[src/rtl/vga_stream_out_if.sv]
// Pixel stream handshake between the pixel processing unit and the VGA output stage.
// The producer drives a {r,g,b} word, a start-of-frame flag and valid; the stage answers with ready.
interface vga_stream_out_if #(
    parameter int CW = 2
);
    logic [3*CW-1:0] in_data;
    logic            in_sof;
    logic            in_valid;
    logic            in_ready;

    modport master (output in_data, output in_sof, output in_valid, input in_ready);
    modport slave  (input in_data, input in_sof, input in_valid, output in_ready);
endinterface

[src/rtl/vga_stream_out.sv]
// Pixel-stream-to-VGA output stage: configurable raster timing, elastic {sof,pixel} FIFO,
// start-of-frame locking, and blank-and-count handling of misaligned or missing pixels.
module vga_stream_out #(
    parameter int CW         = 2,
    parameter int H_ACTIVE   = 640,
    parameter int H_FP       = 16,
    parameter int H_SYNC     = 96,
    parameter int H_BP       = 48,
    parameter int V_ACTIVE   = 480,
    parameter int V_FP       = 10,
    parameter int V_SYNC     = 2,
    parameter int V_BP       = 33,
    parameter bit SYNC_POL   = 1'b0,
    parameter int FIFO_DEPTH = 16,
    parameter int ECW        = 16
) (
    input  logic                  clk,
    input  logic                  rst_n,
    input  logic                  resync,
    vga_stream_out_if.slave       stream,
    output logic [CW-1:0]         vga_r,
    output logic [CW-1:0]         vga_g,
    output logic [CW-1:0]         vga_b,
    output logic                  hsync,
    output logic                  vsync,
    output logic                  de,
    output logic [11:0]           sx,
    output logic [11:0]           sy,
    output logic                  frame_start,
    output logic                  locked,
    output logic [ECW-1:0]        err_cnt
);
    localparam int DW = 3 * CW;
    localparam int AW = $clog2(FIFO_DEPTH);
    localparam logic [11:0] H_ACT_L   = 12'(H_ACTIVE);
    localparam logic [11:0] H_SS_L    = 12'(H_ACTIVE + H_FP);
    localparam logic [11:0] H_SE_L    = 12'(H_ACTIVE + H_FP + H_SYNC);
    localparam logic [11:0] H_LAST_L  = 12'(H_ACTIVE + H_FP + H_SYNC + H_BP - 1);
    localparam logic [11:0] V_ACT_L   = 12'(V_ACTIVE);
    localparam logic [11:0] V_SS_L    = 12'(V_ACTIVE + V_FP);
    localparam logic [11:0] V_SE_L    = 12'(V_ACTIVE + V_FP + V_SYNC);
    localparam logic [11:0] V_LAST_L  = 12'(V_ACTIVE + V_FP + V_SYNC + V_BP - 1);
    localparam logic [AW:0] DEPTH_L   = (AW + 1)'(FIFO_DEPTH);

    typedef enum logic [0:0] {SEEK = 1'b0, RUN = 1'b1} state_t;

    // Saturating increment for the fault counter.
    function automatic logic [ECW-1:0] sat_inc(input logic [ECW-1:0] v);
        if (v == {ECW{1'b1}}) begin
            sat_inc = v;
        end else begin
            sat_inc = v + ECW'(1);
        end
    endfunction

    state_t          state_r, state_nx_s;
    logic [11:0]     hc_r, vc_r, hc_s, vc_s, hc_nx_s, vc_nx_s;
    logic [DW:0]     mem_r [FIFO_DEPTH];
    logic [AW:0]     wr_ptr_r, rd_ptr_r, count_s;
    logic            full_s, empty_s, push_s, pop_s, fault_s;
    logic            active_s, origin_s, hs_s, vs_s;
    logic [DW:0]     head_s;
    logic [DW-1:0]   pix_s, pix_r;
    logic            de_r, hsync_r, vsync_r, frame_start_r, locked_r;
    logic [11:0]     sx_r, sy_r;
    logic [ECW-1:0]  err_r;

    assign count_s         = wr_ptr_r - rd_ptr_r;
    assign full_s          = (count_s == DEPTH_L);
    assign empty_s         = (count_s == {(AW + 1){1'b0}});
    assign head_s          = mem_r[rd_ptr_r[AW-1:0]];
    assign stream.in_ready = ~full_s;
    // A push in the resync cycle is dropped because the FIFO is being flushed.
    assign push_s          = stream.in_valid & ~full_s & ~resync;

    // Current raster position; resync makes this very cycle pixel (0,0) so the next outputs show it.
    always_comb begin
        hc_s    = resync ? 12'd0 : hc_r;
        vc_s    = resync ? 12'd0 : vc_r;
        hc_nx_s = hc_s + 12'd1;
        vc_nx_s = vc_s;
        if (hc_s == H_LAST_L) begin
            hc_nx_s = 12'd0;
            if (vc_s == V_LAST_L) begin
                vc_nx_s = 12'd0;
            end else begin
                vc_nx_s = vc_s + 12'd1;
            end
        end else begin
            hc_nx_s = hc_s + 12'd1;
        end
        active_s = (hc_s < H_ACT_L) && (vc_s < V_ACT_L);
        origin_s = (hc_s == 12'd0) && (vc_s == 12'd0);
        hs_s     = (hc_s >= H_SS_L) && (hc_s < H_SE_L);
        vs_s     = (vc_s >= V_SS_L) && (vc_s < V_SE_L);
    end

    // Lock FSM next state plus pop/display/fault decisions from the current FIFO head.
    always_comb begin
        state_nx_s = state_r;
        pop_s      = 1'b0;
        fault_s    = 1'b0;
        pix_s      = {DW{1'b0}};
        if (resync) begin
            state_nx_s = SEEK;
        end else begin
            case (state_r)
                SEEK: begin
                    if (empty_s) begin
                        pop_s = 1'b0;
                    end else if (!head_s[DW]) begin
                        pop_s = 1'b1;                       // discard words until a frame start
                    end else if (origin_s) begin
                        pop_s      = 1'b1;
                        pix_s      = head_s[DW-1:0];
                        state_nx_s = RUN;
                    end else begin
                        pop_s = 1'b0;                       // hold the sof word until (0,0)
                    end
                end
                RUN: begin
                    if (!active_s) begin
                        pop_s = 1'b0;
                    end else if (empty_s) begin
                        fault_s    = 1'b1;                  // underflow
                        state_nx_s = SEEK;
                    end else if (head_s[DW] && !origin_s) begin
                        fault_s    = 1'b1;                  // early sof: keep it for the next frame
                        state_nx_s = SEEK;
                    end else if (!head_s[DW] && origin_s) begin
                        fault_s    = 1'b1;                  // late sof: drop the stray word
                        pop_s      = 1'b1;
                        state_nx_s = SEEK;
                    end else begin
                        pop_s = 1'b1;
                        pix_s = head_s[DW-1:0];
                    end
                end
                default: begin
                    state_nx_s = SEEK;
                end
            endcase
        end
    end

    // Lock state register.
    always_ff @(posedge clk or negedge rst_n) begin
        if (!rst_n) begin
            state_r <= SEEK;
        end else begin
            state_r <= state_nx_s;
        end
    end

    // Raster counters.
    always_ff @(posedge clk or negedge rst_n) begin
        if (!rst_n) begin
            hc_r <= 12'd0;
            vc_r <= 12'd0;
        end else begin
            hc_r <= hc_nx_s;
            vc_r <= vc_nx_s;
        end
    end

    // FIFO pointers; resync flushes by collapsing both pointers.
    always_ff @(posedge clk or negedge rst_n) begin
        if (!rst_n) begin
            wr_ptr_r <= {(AW + 1){1'b0}};
            rd_ptr_r <= {(AW + 1){1'b0}};
        end else if (resync) begin
            wr_ptr_r <= {(AW + 1){1'b0}};
            rd_ptr_r <= {(AW + 1){1'b0}};
        end else begin
            if (push_s) wr_ptr_r <= wr_ptr_r + (AW + 1)'(1);
            if (pop_s)  rd_ptr_r <= rd_ptr_r + (AW + 1)'(1);
        end
    end

    // FIFO storage; contents are meaningless outside the pointer window so no reset is needed.
    always_ff @(posedge clk) begin
        if (push_s) mem_r[wr_ptr_r[AW-1:0]] <= {stream.in_sof, stream.in_data};
    end

    // Video output registers, one cycle behind the raster position that produced them.
    always_ff @(posedge clk or negedge rst_n) begin
        if (!rst_n) begin
            pix_r         <= {DW{1'b0}};
            de_r          <= 1'b0;
            hsync_r       <= ~SYNC_POL;
            vsync_r       <= ~SYNC_POL;
            sx_r          <= 12'd0;
            sy_r          <= 12'd0;
            frame_start_r <= 1'b0;
            locked_r      <= 1'b0;
            err_r         <= {ECW{1'b0}};
        end else begin
            pix_r         <= pix_s;
            de_r          <= active_s;
            hsync_r       <= hs_s ? SYNC_POL : ~SYNC_POL;
            vsync_r       <= vs_s ? SYNC_POL : ~SYNC_POL;
            sx_r          <= hc_s;
            sy_r          <= vc_s;
            frame_start_r <= origin_s;
            locked_r      <= (state_nx_s == RUN);
            if (fault_s) err_r <= sat_inc(err_r);
        end
    end

    assign vga_r       = pix_r[3*CW-1:2*CW];
    assign vga_g       = pix_r[2*CW-1:CW];
    assign vga_b       = pix_r[CW-1:0];
    assign de          = de_r;
    assign hsync       = hsync_r;
    assign vsync       = vsync_r;
    assign sx          = sx_r;
    assign sy          = sy_r;
    assign frame_start = frame_start_r;
    assign locked      = locked_r;
    assign err_cnt     = err_r;
endmodule

[src/flat_wrapper.sv]
// flat-port wrapper written by rule: the top's interface ports become plain ports
module vga_stream_out_flat 
#(
    parameter int CW         = 2,
    parameter int H_ACTIVE   = 640,
    parameter int H_FP       = 16,
    parameter int H_SYNC     = 96,
    parameter int H_BP       = 48,
    parameter int V_ACTIVE   = 480,
    parameter int V_FP       = 10,
    parameter int V_SYNC     = 2,
    parameter int V_BP       = 33,
    parameter bit SYNC_POL   = 1'b0,
    parameter int FIFO_DEPTH = 16,
    parameter int ECW        = 16
)
  (clk, rst_n, resync, vga_r, vga_g, vga_b, hsync, vsync, de, sx, sy, frame_start, locked, err_cnt, stream_in_data, stream_in_sof, stream_in_valid, stream_in_ready);
  vga_stream_out_if #(.CW(CW)) stream_i ();
  input  logic clk;
  input  logic rst_n;
  input  logic resync;
  output logic [CW-1:0] vga_r;
  output logic [CW-1:0] vga_g;
  output logic [CW-1:0] vga_b;
  output logic hsync;
  output logic vsync;
  output logic de;
  output logic [11:0] sx;
  output logic [11:0] sy;
  output logic frame_start;
  output logic locked;
  output logic [ECW-1:0] err_cnt;
  input wire logic [$bits(stream_i.in_data)-1:0] stream_in_data;
  input wire logic [$bits(stream_i.in_sof)-1:0] stream_in_sof;
  input wire logic [$bits(stream_i.in_valid)-1:0] stream_in_valid;
  output wire logic [$bits(stream_i.in_ready)-1:0] stream_in_ready;
  assign stream_i.in_data = stream_in_data;
  assign stream_i.in_sof = stream_in_sof;
  assign stream_i.in_valid = stream_in_valid;
  assign stream_in_ready = stream_i.in_ready;
  vga_stream_out #(.CW(CW), .H_ACTIVE(H_ACTIVE), .H_FP(H_FP), .H_SYNC(H_SYNC), .H_BP(H_BP), .V_ACTIVE(V_ACTIVE), .V_FP(V_FP), .V_SYNC(V_SYNC), .V_BP(V_BP), .SYNC_POL(SYNC_POL), .FIFO_DEPTH(FIFO_DEPTH), .ECW(ECW)) u_core (.clk(clk), .rst_n(rst_n), .resync(resync), .stream(stream_i), .vga_r(vga_r), .vga_g(vga_g), .vga_b(vga_b), .hsync(hsync), .vsync(vsync), .de(de), .sx(sx), .sy(sy), .frame_start(frame_start), .locked(locked), .err_cnt(err_cnt));
endmodule
[config.mk]
export PLATFORM = sky130hd
export DESIGN_NAME = vga_stream_out_flat
export DESIGN_NICKNAME = d
export VERILOG_FILES = /design/src/rtl/vga_stream_out_if.sv /design/src/rtl/vga_stream_out.sv /design/src/flat_wrapper.sv
export SDC_FILE = /design/constraint.sdc
export NUM_CORES = 1
export LEC_CHECK = 0
export BUFFER_PORTS_ARGS = -buffer_cell sky130_fd_sc_hd__buf_4
export CAP_MARGIN = 0
export CORE_MARGIN = 3
export CORE_UTILIZATION = 30
export CTS_CLUSTER_SIZE = 20
export DETAILED_ROUTE_END_ITERATION = 10
export PLACE_DENSITY = 0.53
export SLEW_MARGIN = 20
export SYNTH_ARGS = -nofsm -noshare
export SYNTH_HDL_FRONTEND = slang
export SYNTH_SLANG_ARGS = --single-unit
[constraint.sdc]
create_clock -name clk -period 5.01 [get_ports clk]
set_clock_uncertainty 0.2 [all_clocks]
set_input_delay 1.002 -clock clk [delete_from_list [all_inputs] [get_ports clk]]
set_output_delay 1.002 -clock clk [all_outputs]
set_load 0.05 [all_outputs]
==> run summary <==
Clock H-tree levels - 4
height of the die - 173.8 um
Port Buffers - 62
Slew @ Worst Pin - 829.8 ps
CTS Buf Count - 17
max_slew headroom - 44.49%
layout cell share with drive strength beyond 1 - 21.05%
postcts setup bufs - 0
root buf cell - clkbuf_16
critical path class - flip-flop to output pin
CP required - 3810 ps
number of synthesized flops with an enable pin - 112
Core Area - 0.02733 mm^2
largest net degree at the start of global routing - 56
initial antenna violation count - 0
post-layout minimum cycle time - 4196 ps
max-cap viol count - 0
total chip power - 4.200 mW
drc violations - 0
Post-synth ARST share - 43.15%
Mapped Nets - 615
Yosys Warn Count - 0
Fmax - 0.2383 GHz
P_leak - 3.804 nW
worst min path class - flip-flop to flip-flop
synth unique cells - 59
Die W - 173.8 um
endpoint type of the worst setup path - output pin
Sum Neg Setup Slack - 0 ps
commonest cells after routing, fill and taps aside - 112 x edfxtp_1, 82 x dfrtp_1, 72 x buf_4
min setup slack post-route - 814.2 ps
DP Area - 0.009334 mm^2
crit path launch type - flip-flop
Initial DRT Pass Iterations - 5
first-pass GRT wire length - 29660 um
Routed WL per cell - 17.94 um
Skew-Pair Late Insertion Delay - 440 ps
CTS tree - yes
vias - 5040
share of the synthesized area in the top cell type - 39.80%
initial drt markers - 357
Final Wtd Congestion - 0.8272
crit share post-route - 83.75%
commonest non-fill, non-tap cell in the layout - edfxtp_1
DRT Wirelength - 18600 um
Vias/cell - 4.860
global route overflow - 0
diodes inserted - 0
RSZ-0062 raised after global routing - no
# hold bufs at CTS - 0
# rows - 60
post-CTS resize count - 0
Worst EP arrival - 2990 ps
initial core utilization - 30.92%
fin cells - 1037
crit path cell chain - clkinv_1 > ha_1 > a21oi_1 > a21oi_1 > or4_1 > buf_4
cells after synthesis - 587
dpl hpwl - 12770 um
Die Footprint - 0.03021 mm^2
sequential share of the synthesized area - 65.01%
Crit-path slowest cell - dfrtp_1
area leader, netlist - edfxtp_1
Yosys reg bits - 197
vias in the first global route - 5171
Layout area overhead - 17.65%
Most Frequent Cell on Critical Path - a21oi_1
# nets final - 680
Avg Synthesized Cell Area - 14.39 um^2
worst hold slack - 322.7 ps
Filler cells - 2653
clock sink count - 197
Clock Tree Buf Depth - 2
Total GRT Usage - 12.59%
CP Max Fanout - 10
status - completed
worst path bufs/invs - 2
Max IR drop VDD - 0.2892 mV
Synth Flop Type - edfxtp_1
dpl cells - 1005
io pins - 63
final setup violation count - 0
largest cells by area after synthesis - edfxtp_1 40%, dfrtp_1 25%, mux4_2 4.5%
slowest stage delay, CP - 610 ps
Mapped Area - 0.008449 mm^2
post-route cell area - 0.009941 mm^2
CTS clock-pin slew for the worst setup and hold paths - 70 ps
utilization after layout - 36.38%
count of final max-slew check failures - 0
Setup WS pre-CTS - 828.1 ps
antenna viol nets, final - 0
top cell family by delay on the critical path - flip-flops
Pwr Density - 422.5 mW/mm^2
Fin. Hold Viols - 0
[Yosys cell counts, types with 8 or more instances]
library cell / count
edfxtp_1: 112
dfrtp_1: 83
nor2_1: 33
mux2i_1: 28
xnor2_1: 27
nand2_1: 22
nor2b_1: 22
nand4_1: 19
ha_1: 17
mux4_2: 17
nand2b_1: 16
clkbuf_1: 15
nand3_1: 14
nor3_1: 14
and3_1: 12
inv_1: 12
o221ai_1: 12
o21ai_0: 11
a21oi_1: 8
xor2_1: 8
[area by class of cell]
class	instances	area, um^2	share of cell area [%]
clock buffer	18	439.2	4.418
multi-input combinational	351	2785	28.02
tap	372	465.4	4.682
sequential	197	5494	55.27
inverter	13	48.80	0.4909
timing repair buffer	72	540.5	5.437
clock inverter	14	167.7	1.687
[layer usage]
metal / up-vias / global-route usage [%] / part of all wire (%)
li1: 2345 / - / -
met1: 2558 / 16.38 / 45
met2: 115 / 21.21 / 50
met3: 22 / 2.343 / 3.7
met4: 0 / 4.223 / 1.6
met5: - / 0 / 0
[state kept, by name (all words and copies together) (netlist names), 5 cells and up]
| signal | flops |
|---|---|
| u_core.wr_ptr_r | 5 |
| u_core.mem_r | 112 |
| u_core.pix_r | 6 |
| u_core.rd_ptr_r | 5 |
| u_core.vc_r | 12 |
| u_core.hc_r | 12 |
| u_core.sy | 12 |
| u_core.sx | 12 |
| u_core.err_cnt | 16 |
[power by group]
group / leakage [nW] / switching, mW / internal [mW] / total [mW]
Combinational: 1.35 / 0.610 / 0.364 / 0.974
Sequential: 2.16 / 0.0629 / 1.79 / 1.85
Clock: 0.290 / 0.682 / 0.691 / 1.37
[cell families (layout without fill, tap and decap cells)]
family	after synthesis	count (layout)	share of synthesized area, %
adders and majority gates	17	17	2.517
buffers and inverters	39	117	2.029
DFF	197	197	65.01
and+or+nand+nor	191	191	13.09
muxes	50	50	8.515
xor gates and xnor gates	35	35	3.628
AOI/OAI and AO/OA	58	58	5.213
[worst paths after layout]
| path | startpoint | end | slack (ps) | cells after the start |
|---|---|---|---|---|
| setup / recovery | u_core.rd_ptr_r[3]$_DFFE_PN0P_ | stream_in_ready | 810 | 6 |
| hold / removal | u_core.err_cnt[15]$_DFFE_PN0P_ | u_core.err_cnt[15]$_DFFE_PN0P_ | 320 | 1 |
| setup reg to reg | u_core.rd_ptr_r[3]$_DFFE_PN0P_ | u_core.mem_r[9][6]$_DFFE_PP_ | 1160 | 6 |
| hold reg to reg | u_core.err_cnt[15]$_DFFE_PN0P_ | u_core.err_cnt[15]$_DFFE_PN0P_ | 320 | 1 |
| max in group asynchronous | rst_n | u_core.vsync$_DFF_PN1_ | 3290 | 2 |
| min in group asynchronous | rst_n | u_core.hc_r[11]$_DFF_PN0_ | 430 | 1 |
Power figures use the tool's default switching activity.
